===== src/rtl/pc_gen_if.sv =====
// pc_gen_if: control/status bundle between the fetch-stage PC generator and
// its surrounding pipeline control. master drives the requests, slave is pc_gen.
interface pc_gen_if #(
  parameter int unsigned ADDR_W = 32,
  parameter int unsigned CNT_W  = 32
);
  logic              halt;
  logic              resume;
  logic              stall;
  logic              redir_valid;
  logic [ADDR_W-1:0] redir_target;
  logic              call;
  logic              ret;
  logic              exc_valid;
  logic [ADDR_W-1:0] pc;
  logic [1:0]        state;
  logic [CNT_W-1:0]  cycles_counter;
  logic [CNT_W-1:0]  advance_counter;
  logic              ras_empty;
  logic              ras_full;
  logic              ras_err;

  modport master (
    output halt, resume, stall, redir_valid, redir_target, call, ret, exc_valid,
    input  pc, state, cycles_counter, advance_counter, ras_empty, ras_full, ras_err
  );

  modport slave (
    input  halt, resume, stall, redir_valid, redir_target, call, ret, exc_valid,
    output pc, state, cycles_counter, advance_counter, ras_empty, ras_full, ras_err
  );
endinterface


===== src/rtl/pc_gen.sv =====
// pc_gen: registered word-addressed fetch PC with run/halt control,
// prioritised halt > exception > redirect > return > stall > sequential,
// RUN-cycle and PC-advance counters.
// Optional feature macro PC_RAS_EN: circular return-address stack driven by
// call/ret. Without it call/ret are ignored and ras_* are constant.
//
// state      | meaning
// -----------+--------------------------------------------------
// ST_RESET   | out of reset, pc=RESET_VEC, moves to RUN next edge
// ST_RUN     | fetching, pc updated every cycle by priority rules
// ST_HALTED  | pc and counters frozen until resume or exception
// ST_ILLEGAL | unreachable encoding, recovers to RUN next edge
module pc_gen #(
  parameter int unsigned       ADDR_W    = 32,
  parameter logic [ADDR_W-1:0] RESET_VEC = '0,
  parameter logic [ADDR_W-1:0] EXC_VEC   = ADDR_W'('h4),
  parameter logic [ADDR_W-1:0] STEP      = ADDR_W'(1),
  parameter int unsigned       CNT_W     = 32,
  parameter int unsigned       RAS_DEPTH = 4
) (
  input logic      clk,
  input logic      rst_n,
  pc_gen_if.slave  bus
);

  typedef enum logic [1:0] {
    ST_RESET   = 2'd0,
    ST_RUN     = 2'd1,
    ST_HALTED  = 2'd2,
    ST_ILLEGAL = 2'd3
  } state_t;

  state_t            state_q, state_next;
  logic [ADDR_W-1:0] pc_q, pc_next;
  logic [ADDR_W-1:0] seq_pc;
  logic [CNT_W-1:0]  cyc_q, adv_q;

  logic              push, pop, replace, err_set;
  logic              ras_call, ras_ret, ras_has;
  logic [ADDR_W-1:0] ras_top;

  assign seq_pc = pc_q + STEP;

`ifdef PC_RAS_EN
  localparam int unsigned PTR_W = $clog2(RAS_DEPTH);

  logic [ADDR_W-1:0] ras_mem [RAS_DEPTH];
  logic [PTR_W-1:0]  wp_q;
  logic [PTR_W-1:0]  top_idx;
  logic [PTR_W:0]    cnt_q;
  logic              err_q;
  logic              full;

  assign ras_call = bus.call;
  assign ras_ret  = bus.ret;
  assign top_idx  = wp_q - PTR_W'(1);
  assign ras_has  = (cnt_q != '0);
  assign full     = (cnt_q == (PTR_W+1)'(RAS_DEPTH));
  assign ras_top  = ras_mem[top_idx];

  // Stack storage; validity lives in cnt_q, so entries need no reset.
  always_ff @(posedge clk) begin
    if (push)
      ras_mem[wp_q] <= seq_pc;
    else if (replace)
      ras_mem[top_idx] <= seq_pc;
  end

  // Write pointer, occupancy and sticky error; a push when full overwrites the oldest entry.
  always_ff @(posedge clk or negedge rst_n) begin
    if (!rst_n) begin
      wp_q  <= '0;
      cnt_q <= '0;
      err_q <= 1'b0;
    end else begin
      if (push) begin
        wp_q <= wp_q + PTR_W'(1);
        if (!full)
          cnt_q <= cnt_q + (PTR_W+1)'(1);
      end else if (pop) begin
        wp_q  <= top_idx;
        cnt_q <= cnt_q - (PTR_W+1)'(1);
      end
      if (err_set || (push && full))
        err_q <= 1'b1;
    end
  end

  assign bus.ras_empty = ~ras_has;
  assign bus.ras_full  = full;
  assign bus.ras_err   = err_q;
`else
  logic unused_ras;

  assign ras_call      = 1'b0;
  assign ras_ret       = 1'b0;
  assign ras_has       = 1'b0;
  assign ras_top       = '0;
  assign unused_ras    = ^{bus.call, bus.ret, push, pop, replace, err_set, 1'(RAS_DEPTH)};
  assign bus.ras_empty = 1'b1;
  assign bus.ras_full  = 1'b0;
  assign bus.ras_err   = 1'b0;
`endif

  // Next-state / next-pc decision and stack operations for this cycle.
  always_comb begin
    state_next = state_q;
    pc_next    = pc_q;
    push       = 1'b0;
    pop        = 1'b0;
    replace    = 1'b0;
    err_set    = 1'b0;
    case (state_q)
      ST_RESET: state_next = ST_RUN;
      ST_RUN: begin
        if (bus.halt) begin
          state_next = ST_HALTED;
        end else if (bus.exc_valid) begin
          pc_next = EXC_VEC;
        end else if (bus.redir_valid) begin
          pc_next = bus.redir_target;
          // call+ret swaps the top for the new return address; empty stack degrades to a push
          if (ras_call) begin
            if (ras_ret && ras_has)
              replace = 1'b1;
            else
              push = 1'b1;
          end
        end else if (ras_ret) begin
          if (ras_has) begin
            pc_next = ras_top;
            pop     = 1'b1;
          end else begin
            pc_next = seq_pc;
            err_set = 1'b1;
          end
        end else if (!bus.stall) begin
          pc_next = seq_pc;
        end
      end
      ST_HALTED: begin
        if (bus.exc_valid) begin
          pc_next    = EXC_VEC;
          state_next = ST_RUN;
        end else if (bus.resume && !bus.halt) begin
          state_next = ST_RUN;
        end
      end
      default: state_next = ST_RUN;
    endcase
  end

  // PC and FSM state registers.
  always_ff @(posedge clk or negedge rst_n) begin
    if (!rst_n) begin
      state_q <= ST_RESET;
      pc_q    <= RESET_VEC;
    end else begin
      state_q <= state_next;
      pc_q    <= pc_next;
    end
  end

  // RUN-cycle and PC-advance counters, frozen outside RUN, wrapping silently.
  always_ff @(posedge clk or negedge rst_n) begin
    if (!rst_n) begin
      cyc_q <= '0;
      adv_q <= '0;
    end else if (state_q == ST_RUN) begin
      cyc_q <= cyc_q + CNT_W'(1);
      if (pc_next != pc_q)
        adv_q <= adv_q + CNT_W'(1);
    end
  end

  assign bus.pc              = pc_q;
  assign bus.state           = state_q;
  assign bus.cycles_counter  = cyc_q;
  assign bus.advance_counter = adv_q;

endmodule


===== src/flat_wrapper.sv =====
// flat-port wrapper written by rule: the top's interface ports become plain ports
module pc_gen_flat 
#(
  parameter int unsigned       ADDR_W    = 32,
  parameter logic [ADDR_W-1:0] RESET_VEC = '0,
  parameter logic [ADDR_W-1:0] EXC_VEC   = ADDR_W'('h4),
  parameter logic [ADDR_W-1:0] STEP      = ADDR_W'(1),
  parameter int unsigned       CNT_W     = 32,
  parameter int unsigned       RAS_DEPTH = 4
)
  (clk, rst_n, bus_halt, bus_resume, bus_stall, bus_redir_valid, bus_redir_target, bus_call, bus_ret, bus_exc_valid, bus_pc, bus_state, bus_cycles_counter, bus_advance_counter, bus_ras_empty, bus_ras_full, bus_ras_err);
  pc_gen_if #(.ADDR_W(ADDR_W), .CNT_W(CNT_W)) bus_i ();
  input logic clk;
  input logic rst_n;
  input wire logic [$bits(bus_i.halt)-1:0] bus_halt;
  input wire logic [$bits(bus_i.resume)-1:0] bus_resume;
  input wire logic [$bits(bus_i.stall)-1:0] bus_stall;
  input wire logic [$bits(bus_i.redir_valid)-1:0] bus_redir_valid;
  input wire logic [$bits(bus_i.redir_target)-1:0] bus_redir_target;
  input wire logic [$bits(bus_i.call)-1:0] bus_call;
  input wire logic [$bits(bus_i.ret)-1:0] bus_ret;
  input wire logic [$bits(bus_i.exc_valid)-1:0] bus_exc_valid;
  output wire logic [$bits(bus_i.pc)-1:0] bus_pc;
  output wire logic [$bits(bus_i.state)-1:0] bus_state;
  output wire logic [$bits(bus_i.cycles_counter)-1:0] bus_cycles_counter;
  output wire logic [$bits(bus_i.advance_counter)-1:0] bus_advance_counter;
  output wire logic [$bits(bus_i.ras_empty)-1:0] bus_ras_empty;
  output wire logic [$bits(bus_i.ras_full)-1:0] bus_ras_full;
  output wire logic [$bits(bus_i.ras_err)-1:0] bus_ras_err;
  assign bus_i.halt = bus_halt;
  assign bus_i.resume = bus_resume;
  assign bus_i.stall = bus_stall;
  assign bus_i.redir_valid = bus_redir_valid;
  assign bus_i.redir_target = bus_redir_target;
  assign bus_i.call = bus_call;
  assign bus_i.ret = bus_ret;
  assign bus_i.exc_valid = bus_exc_valid;
  assign bus_pc = bus_i.pc;
  assign bus_state = bus_i.state;
  assign bus_cycles_counter = bus_i.cycles_counter;
  assign bus_advance_counter = bus_i.advance_counter;
  assign bus_ras_empty = bus_i.ras_empty;
  assign bus_ras_full = bus_i.ras_full;
  assign bus_ras_err = bus_i.ras_err;
  pc_gen #(.ADDR_W(ADDR_W), .RESET_VEC(RESET_VEC), .EXC_VEC(EXC_VEC), .STEP(STEP), .CNT_W(CNT_W), .RAS_DEPTH(RAS_DEPTH)) u_core (.clk(clk), .rst_n(rst_n), .bus(bus_i));
endmodule

===== config.mk =====
export PLATFORM = sky130hd
export DESIGN_NAME = pc_gen_flat
export DESIGN_NICKNAME = d
export VERILOG_FILES = /design/src/rtl/pc_gen_if.sv /design/src/rtl/pc_gen.sv /design/src/flat_wrapper.sv
export SDC_FILE = /design/constraint.sdc
export NUM_CORES = 1
export LEC_CHECK = 0
export ABC_AREA = 1
export CORE_MARGIN = 5
export CORE_UTILIZATION = 49
export DETAILED_ROUTE_END_ITERATION = 8
export GPL_ROUTABILITY_DRIVEN = 0
export GPL_TIMING_DRIVEN = 0
export HOLD_SLACK_MARGIN = 0.06
export PLACE_DENSITY_LB_ADDON = 0.05
export SLEW_MARGIN = 20
export SYNTH_ARGS = -nofsm -noshare
export SYNTH_HDL_FRONTEND = slang
export SYNTH_SLANG_ARGS = --single-unit
export TNS_END_PERCENT = 10

===== constraint.sdc =====
create_clock -name clk -period 2.6 [get_ports clk]
set_input_delay 0.52 -clock clk [delete_from_list [all_inputs] [get_ports clk]]
set_output_delay 0.52 -clock clk [all_outputs]
set_load 0.01 [all_outputs]

# After elaboration in Yosys (flattened, before gate mapping)
# Cells that the tools add are included.
# totals
mem_bits_ro	0
latchBits	0
in_bits	41
n_memories	0
reg_bits	98
out_inout_bits	101
ramBits	0
# classes
reduce_logical	4
n_lt_le_gt_ge	0
add_sub_neg	3
div_mod_pow	0
n_mux	10
multipliers	0
bitwise_logic	0
shift	0
eq_ne	5
# ops
op	n
two-way mux 32 bit	5
adder 32 x 1 -> 32 bit (second input constant)	3
case mux 32 bit (2 select lines)	1
!= test 32 bit	1
two-way mux 2 bit	3
case mux 2 bit (2 select lines)	1
AND reduction 2 bit	2
!= test 3 x 2 -> 1 bit (second input constant)	1
equality test 2 x 1 -> 1 bit (second input constant)	1
equality test 2 bit (second input constant)	1
!= test 2 bit (second input constant)	1
logical AND 1 bit	1
logical NOT 1 bit	1

# Depth between registers and ports, before layout
# Gate-level depths: netlist of run 1.
# logic_depth
depth_word	8
depth_mapped	21

# Worst setup path before layout of run 1
# OpenSTA, ideal clock, no wires.
# synth_path
path_kind	reg-to-reg
from	reg u_core.state_q[0] (netlist: u_core.bus.state[0])
to	reg u_core.adv_q[16] (netlist: u_core.bus.advance_counter[16])
setup_time_ns	0.117
setup_slack_ns	0.060
n_path_buf	3
t_arrival_ns	2.423
path_stages_with_launch	18
cell_sequence	dfrtp_1 -> inv_1 -> ha_1 -> inv_1 -> nand2_1 -> buf_2 -> clkbuf_1 -> a21oi_1 -> nand2_1 -> nand3_1 -> nand2_1 -> nor2_1 -> nand2_1 -> nor2_1 -> nand3_2 -> buf_6 -> nand3_1 -> nand2_1
# synth_between
elab_chain_cells	4
elab_cells_between_ends	5
cone_classes	3 x eq/ne; 1 x mux; 1 x reduce/logical
# synth_lines
element	line_no	source
start, declared	pc_gen.sv:33	state_t state_q, state_next;
start signal, assigned	pc_gen.sv:159	state_q <= state_next;
equality test 2 bit / equality test 2 x 1 -> 1 bit (equally long branches)	-	
case mux 32 bit (2 select lines)	pc_gen.sv:113	case (state_q)
!= test 32 bit	pc_gen.sv:171	if (pc_next != pc_q)
AND reduction 2 bit (no source line) *	-	
end signal, assigned	pc_gen.sv:172	adv_q <= adv_q + CNT_W'(1);
end, declared	pc_gen.sv:36	logic [CNT_W-1:0] cyc_q, adv_q;
# Mark *: on every way between the ends. The rest lies on a longest branch, timed or not.
# A chain may end at the register's enable or synchronous reset.

# Worst setup path after layout of run 1
# layout_path
from	reg u_core.state_q[1] (netlist: u_core.bus.state[1])
to	reg u_core.adv_q[25] (netlist: u_core.bus.advance_counter[25])
# Same word-level chain as after synthesis.

==> out/metrics.csv, run 1 <==
stage;metric;value;unit
setup_path;worstPathArrival;3010;ps
sta;finalHoldViolations;0;
die;initial_utilization;49.6;%
clocking;root_buffer;clkbuf_16;
synth;syn_area_per_cell;6.52;sq um
setup_path;cp_data_required_time;2900;ps
synth;synth_top_flop_cell;dfrtp_1;
synth;synth_cell_types;40;
placed_design;placed_cells;1554;
die;core;15800;sq um
cells_and_area;n_fill_cell;1492;
cells_and_area;layout.cells.non_filler;1612;
sta;fin_ws;-114;ps
clocking;ctsHtreeMaxLevel;3;
sta;maxSlewViolCount;0;
detailed_routing;drt-pass1-iter-count;5;
grt;grt_pass1_vias;8367;
grt;overflow;0;
grt;track_usage;28.2;%
grt;grt_pass1_wl;41900;um
detailed_routing;drt-total-wl;26000;um
sta;finalSetupViolations;32;
power_and_ir_drop;ir_drop;0.000664;V
cells_and_area;layout_common_cells;397 x nand2_1, 139 x nor2_1, 132 x nand3_1;
run_status;status;finished, violations left;
synth;ys_ff_latch;98;
die;die_x;136;um
clocking;clk_path_buf_depth;2;
die;num_rows;46;
clocking;clock-sinks;98;
sta;fmax;368;MHz
detailed_routing;via_per_inst;5.49;
cells_and_area;mostFrequentLayoutCell;nand2_1;
die;boundaryPins;142;
worst_hold_path;hold_path_class;reg2reg;
setup_path;endpoint_kind;register;
die;die_y;136;um
grt;grt_max_degree;76;
detailed_routing;wl_per_cell;16.1;um
sta;finalSetupTns;-3350;ps
grt;antenna_found_initial;0;
cells_and_area;syn2layout_area_growth;34.4;%
cells_and_area;drive_gt1_share;16.1;%
sta;skew;12.5;ps
sta;tightestPinTransition;656;ps
synth;synthArstFlopShare;100;%
clocking;numCtsBuffers;9;
detailed_routing;route.detailed.drc;0;
clocking;clkLatencyLatePin;360;ps
power_and_ir_drop;total_power;9.71;mW
clocking;cts_tree;built;
synth;synth_seq_area_share;31.3;%
detailed_routing;drt_iter0_drc;783;
detailed_routing;ant_nets;0;
synth;syn_inst;1200;
setup_path;worst-setup-path-type;reg2reg;
cells_and_area;antenna-diode-count;0;
synth;synth_edf_count;0;
placed_design;dp.final_hpwl;18400;um
placed_design;portBuffers;136;
synth;yosys_warnings;0;
cells_and_area;nNetsFinal;1437;
run;cap_violations;0;
run_status;violations;negative setup slack;
sta;timing.hold.ws;494;ps
sta;maxSlewHeadroom;56.3;%
sta;layout_min_cycle_time;2710;ps
die;die_area;18600;sq um
setup_path;path_max_fanout;7;
setup_path;startpoint_type;register;
clocking;cts.clk_slew.worst_paths;70;ps
sta;fin_crit_sh;104;%
sta;rsz0062_at_grt;yes;
synth;syn-cell-area;7830;sq um
detailed_routing;vias;8852;
power_and_ir_drop;powerDensity;924;nW/um^2
power_and_ir_drop;p_leak;4.93;nW
==> path summary, 6_finish.rpt <==
| kind | startpoint | end | slack (ps) | cells past startpoint |
|---|---|---|---|---|
| max | u_core.bus.state[1] | u_core.bus.advance_counter[25] | -110 | 20 |
| min | u_core.bus.cycles_counter[31] | u_core.bus.cycles_counter[31] | 490 | 1 |
| max reg2reg | u_core.bus.state[1] | u_core.bus.advance_counter[25] | -110 | 20 |
| min reg2reg | u_core.bus.cycles_counter[31] | u_core.bus.cycles_counter[31] | 490 | 1 |
| max in group asynchronous | rst_n | u_core.bus.advance_counter[2] | 1350 | 3 |
| min in group asynchronous | rst_n | u_core.bus.pc[4] | 590 | 2 |
==> report_power, final <==
part | total (mW) | internal (mW) | switching, mW
Combinational | 5.78 | 2.33 | 3.45
Clock | 1.48 | 0.794 | 0.690
Sequential | 2.45 | 1.87 | 0.581
Total | 9.71 | 4.99 | 4.72
==> cell families after synthesis <==
kind of cell,Yosys count,share of synthesized area (%)
simple gates,821,47.3
buf+inv,144,8.98
flops,98,31.3
compound gates,69,4.62
xor+xnor,61,6.83
fa+ha+maj,5,0.799
other cells,2,0.0960
==> worst max-delay path, stage by stage (launching register included) <==
cell	delay, ps
dfrtp_1	420
buf_4	160
inv_2	60
ha_4	160
nand2_4	70
buf_6	140
a21oi_1	160
nand2_1	100
nand3_1	110
inv_1	60
nor2_2	130
nand2_1	60
nor2_1	120
nand3_1	100
nor2_2	130
nand3_2	110
o21ai_4	180
buf_12	150
buf_6	120
nand2_1	50
nand2_1	60
==> stage by stage <==
step                setup slack [ps]  util, %  cell area [sq um]
finish                          -114     66.7              10500
global route                    -317     66.7              10500
CTS                            -71.9     65.8              10400
detailed placement              -887     60.2               9490
global placement               -3000     60.0               9460
floorplan                       60.4        -               7830
==> cell usage after synthesis (2+ instances only) <==
master / n / area share (%)
nand3_2: 8 / 1.0
nand3_4: 5 / 1.1
o21ai_0: 25 / 1.6
ha_1: 5 / 0.80
nand2_4: 3 / 0.43
nor4_1: 11 / 0.88
inv_1: 100 / 4.8
conb_1: 2 / 0.096
clkbuf_8: 7 / 1.2
xor2_1: 45 / 5.0
xnor2_1: 16 / 1.8
nor2_1: 154 / 7.4
inv_2: 5 / 0.24
buf_6: 7 / 1.0
nand4_1: 20 / 1.6
nor2_8: 3 / 0.77
nand2_2: 17 / 1.4
buf_2: 5 / 0.32
buf_4: 5 / 0.48
o21ai_1: 4 / 0.26
a21oi_1: 37 / 2.4
dfrtp_1: 98 / 31
nor3b_1: 3 / 0.29
nor3_1: 24 / 1.5
buf_1: 2 / 0.096
nor2_4: 7 / 1.0
nand2_1: 407 / 20
nor2_2: 9 / 0.72
nand3_1: 146 / 9.3
clkbuf_1: 10 / 0.48
==> per-layer routing <==
metal | up-vias | GRT usage, % | routed length, um
met2 | 412 | 44.6 | 11800
met1 | 4166 | 38.7 | 11500
li1 | 4203 | - | -
met3 | 71 | 4.15 | 1900
met4 | 0 | 11.9 | 912
met5 | - | 0 | 0
==> layout make-up <==
| type | count | area, sq um | share of cell area, % |
|---|---|---|---|
| plain buffers | 39 | 358 | 3.40 |
| flip-flops and latches | 98 | 2470 | 23.5 |
| clock buffers | 10 | 239 | 2.27 |
| repair buffers | 179 | 1750 | 16.6 |
| multi-input cells | 959 | 4960 | 47.2 |
| well taps | 216 | 270 | 2.57 |
| inverters | 105 | 397 | 3.77 |
| clock inverters | 6 | 76.3 | 0.726 |
==> repair_timing <==
action,4_1_cts,5_1_grt
pin swaps,40,22
resized for setup,91,44
buffers inserted,30,5
cloned,6,0
setup endpoints to repair,34,36
hold buffers,1,0
hold endpoints to repair,23,0
==> sequential cells by signal, indices dropped and copies added (netlist names) <==
signal,cells
u_core.bus.cycles_counter,32
u_core.bus.state,2
u_core.bus.advance_counter,32
u_core.bus.pc,32
(Power assumes the default switching activity.)
==> run 2, diff against run 1 <==
Settings changed: HOLD_SLACK_MARGIN 0.06 to 0.02, SKIP_LAST_GASP set to 1.
==> run 2 against run 1 <==
The run still ends with negative setup slack left; non-clock buffer count is 1 lower; clock power about the same; hold slack worse by 470 ps; largest power group unchanged; highest routed layer unchanged.
==> out/metrics.csv, run 2 (same netlist as run 1, synthesis figures left out) <==
stage;metric;value;unit;change
run_status;status;finished, violations left;;
run_status;violations;negative setup slack;;
cells_and_area;layout_common_cells;399 x nand2_1, 140 x nor2_1, 136 x nand3_1;;
clocking;clk_path_buf_depth;2;;unchanged
grt;overflow;0;;unchanged
power_and_ir_drop;p_leak;4.91;nW;-0.43%
die;boundaryPins;142;;unchanged
clocking;hold_buffers;0;;-1
sta;fin_ws;-115;ps;-0.281 ps
sta;tightestPinTransition;654;ps;-2.55 ps
clocking;numCtsBuffers;9;;unchanged
clocking;cts.clk_slew.worst_paths;80;ps;about the same
power_and_ir_drop;total_power;9.70;mW;-0.13%
sta;maxSlewHeadroom;56.4;%;+0.17 points
setup_path;worst-setup-path-type;reg2reg;;
cells_and_area;drive_gt1_share;15.6;%;-0.56 points
sta;finalSetupTns;-3150;ps;+191 ps
placed_design;dp.final_hpwl;18400;um;unchanged
detailed_routing;vias;8851;;-0.011%
die;initial_utilization;49.6;%;unchanged
detailed_routing;route.met3.wl;2020;um;+6.4%
setup_path;crit_chain;buf_4 -> nand2_2 -> nor2_4 -> buf_4 -> buf_4 -> nand3b_1 -> nand2_1 -> nand3_1 -> nand2_1 -> nand2_1 -> nand2_1 -> nand2_1 -> nand2_1 -> nand2_1 -> nor2_1 -> nand2_1 -> nor3_4 -> nand3_4 -> buf_6 -> nand3_1 -> nand2_1;;
grt;grt_max_degree;76;;unchanged
grt;grt_pass1_vias;8343;;-0.29%
detailed_routing;met2_length;11700;um;-0.11%
sta;skew;10.6;ps;-1.90 ps
setup_path;worstPathArrival;2960;ps;-50 ps
clocking;ctsHtreeMaxLevel;3;;unchanged
sta;fin_crit_sh;104;%;about the same
setup_path;cp_slowest_cell;dfrtp_2;;
detailed_routing;topRoutingLayerUsed;met4;;
placed_design;portBuffers;136;;unchanged
detailed_routing;drt-pass1-iter-count;6;;+1
grt;track_usage;28.2;%;-0.090 points
clocking;cts_tree;built;;
detailed_routing;m1WireLength;11400;um;-0.84%
sta;fmax;368;MHz;about the same
cells_and_area;layout.cells.non_filler;1611;;-0.062%
die;die_area;18600;sq um;unchanged
placed_design;placed_cells;1554;;unchanged
sta;maxSlewViolCount;0;;unchanged
cells_and_area;syn2layout_area_growth;33.9;%;
clocking;root_buffer;clkbuf_16;;
clocking;clkLatencyLatePin;360;ps;about the same
detailed_routing;drt-total-wl;26000;um;about the same
cells_and_area;stdcell_area;10500;sq um;-0.39%
cells_and_area;nNetsFinal;1436;;-0.070%
sta;finalSetupViolations;34;;+6.3%
placed_design;placed_area;9490;sq um;unchanged
power_and_ir_drop;powerDensity;926;nW/um^2;+0.26%
sta;rsz0062_at_grt;yes;;
cells_and_area;mostFrequentLayoutCell;nand2_1;;
sta;layout_min_cycle_time;2710;ps;+0.281 ps
clocking;clock-sinks;98;;unchanged
setup_path;endpoint_kind;register;;
sta;finalHoldViolations;0;;unchanged
worst_hold_path;hold_path_class;in2async;;
sta;timing.hold.ws;22.4;ps;-472 ps
setup_path;cpMostUsedCell;nand2_1;;
grt;grt_pass1_wl;41800;um;-0.35%
detailed_routing;drt_iter0_drc;677;;-14%
die;core;15800;sq um;unchanged
setup_path;startpoint_type;register;;
power_and_ir_drop;ir_drop;0.000664;V;about the same
setup_path;cp_data_required_time;2840;ps;-60 ps
detailed_routing;wl_per_cell;16.2;um;about the same
die;die_x;136;um;unchanged
detailed_routing;via_per_inst;5.49;;about the same
setup_path;path_max_fanout;8;;+1
detailed_routing;route.detailed.drc;0;;unchanged
grt;antenna_found_initial;0;;unchanged
detailed_routing;ant_nets;0;;unchanged
die;die_y;136;um;unchanged
run;cap_violations;0;;unchanged
die;num_rows;46;;unchanged
cells_and_area;antenna-diode-count;0;;unchanged
setup_path;critical_path.max_stage_delay;400;ps;-20 ps
==> run 2: changes by cell type in the layout (fill, tap and decap cells not counted), sizes merged <==
cell	change
dlygate4sd3	-1
clkbuf	+1
buf	-1
==> run 2: timing repair <==
item | CTS | global route
gates cloned | 6 | 0
pin swaps | 34 | 20
resized for setup | 88 | 39
setup buffers | 30 | 5
endpoints found under the setup margin | 34 | 36
==> run 2: worst paths after layout <==
check / startpoint / slack [ps] / cells after the start / to
hold / removal: rst_n / 20 / 1 / u_core.bus.pc[0]
setup reg to reg: u_core.bus.pc[1] / -110 / 21 / u_core.bus.advance_counter[1]
max in group asynchronous: rst_n / 1910 / 2 / u_core.bus.advance_counter[2]
min in group clk: u_core.bus.cycles_counter[31] / 490 / 1 / u_core.bus.cycles_counter[31]
setup / recovery: u_core.bus.pc[1] / -110 / 21 / u_core.bus.advance_counter[1]
hold reg to reg: u_core.bus.cycles_counter[31] / 490 / 1 / u_core.bus.cycles_counter[31]
==> run 2: per-stage QoR <==
step | utilization, % | setup WS [ps]
after floorplan | - | 60.4
after global placement | 60.0 | -3000
after detailed placement | 60.2 | -887
after CTS | 65.6 | -71.9
after global routing | 66.4 | -312
final | 66.4 | -115
==> run 2: report_power, final <==
part	switching [mW]	internal, mW	leakage [nW]
clock	0.685	0.794	0.156
combinational	3.44	2.33	3.44
sequential	0.583	1.87	1.31
total	4.71	4.99	4.91
==> run 2: worst max-delay path, delay by kind of cell, from the launching register on <==
kind                   cells  cell delay (ps)
and+or+nand+nor           17             1630
buffers and inverters      4              550
DFF                        1              400
==> run 2: routing by layer <==
layer  GRT usage (%)  up-vias
met5               0        -
met4            11.7        0
met3            4.15       73
met2            44.7      424
met1            38.5     4146
li1                -     4208
==> run 2: cell type report <==
type | count | area, sq um
Inverter | 105 | 397
Buffer | 39 | 358
Sequential cell | 98 | 2470
Timing Repair Buffer | 178 | 1740
Multi-Input combinational cell | 959 | 4920
Tap cell | 216 | 270
Clock buffer | 10 | 239
Fill cell | 1501 | 5290
Clock inverter | 6 | 76.3
==> run 3, diff against run 2 <==
Settings changed: CAP_MARGIN set to 15.
==> results of run 3 <==
The final DEF is identical to that of run 2; final timing and power are the same.
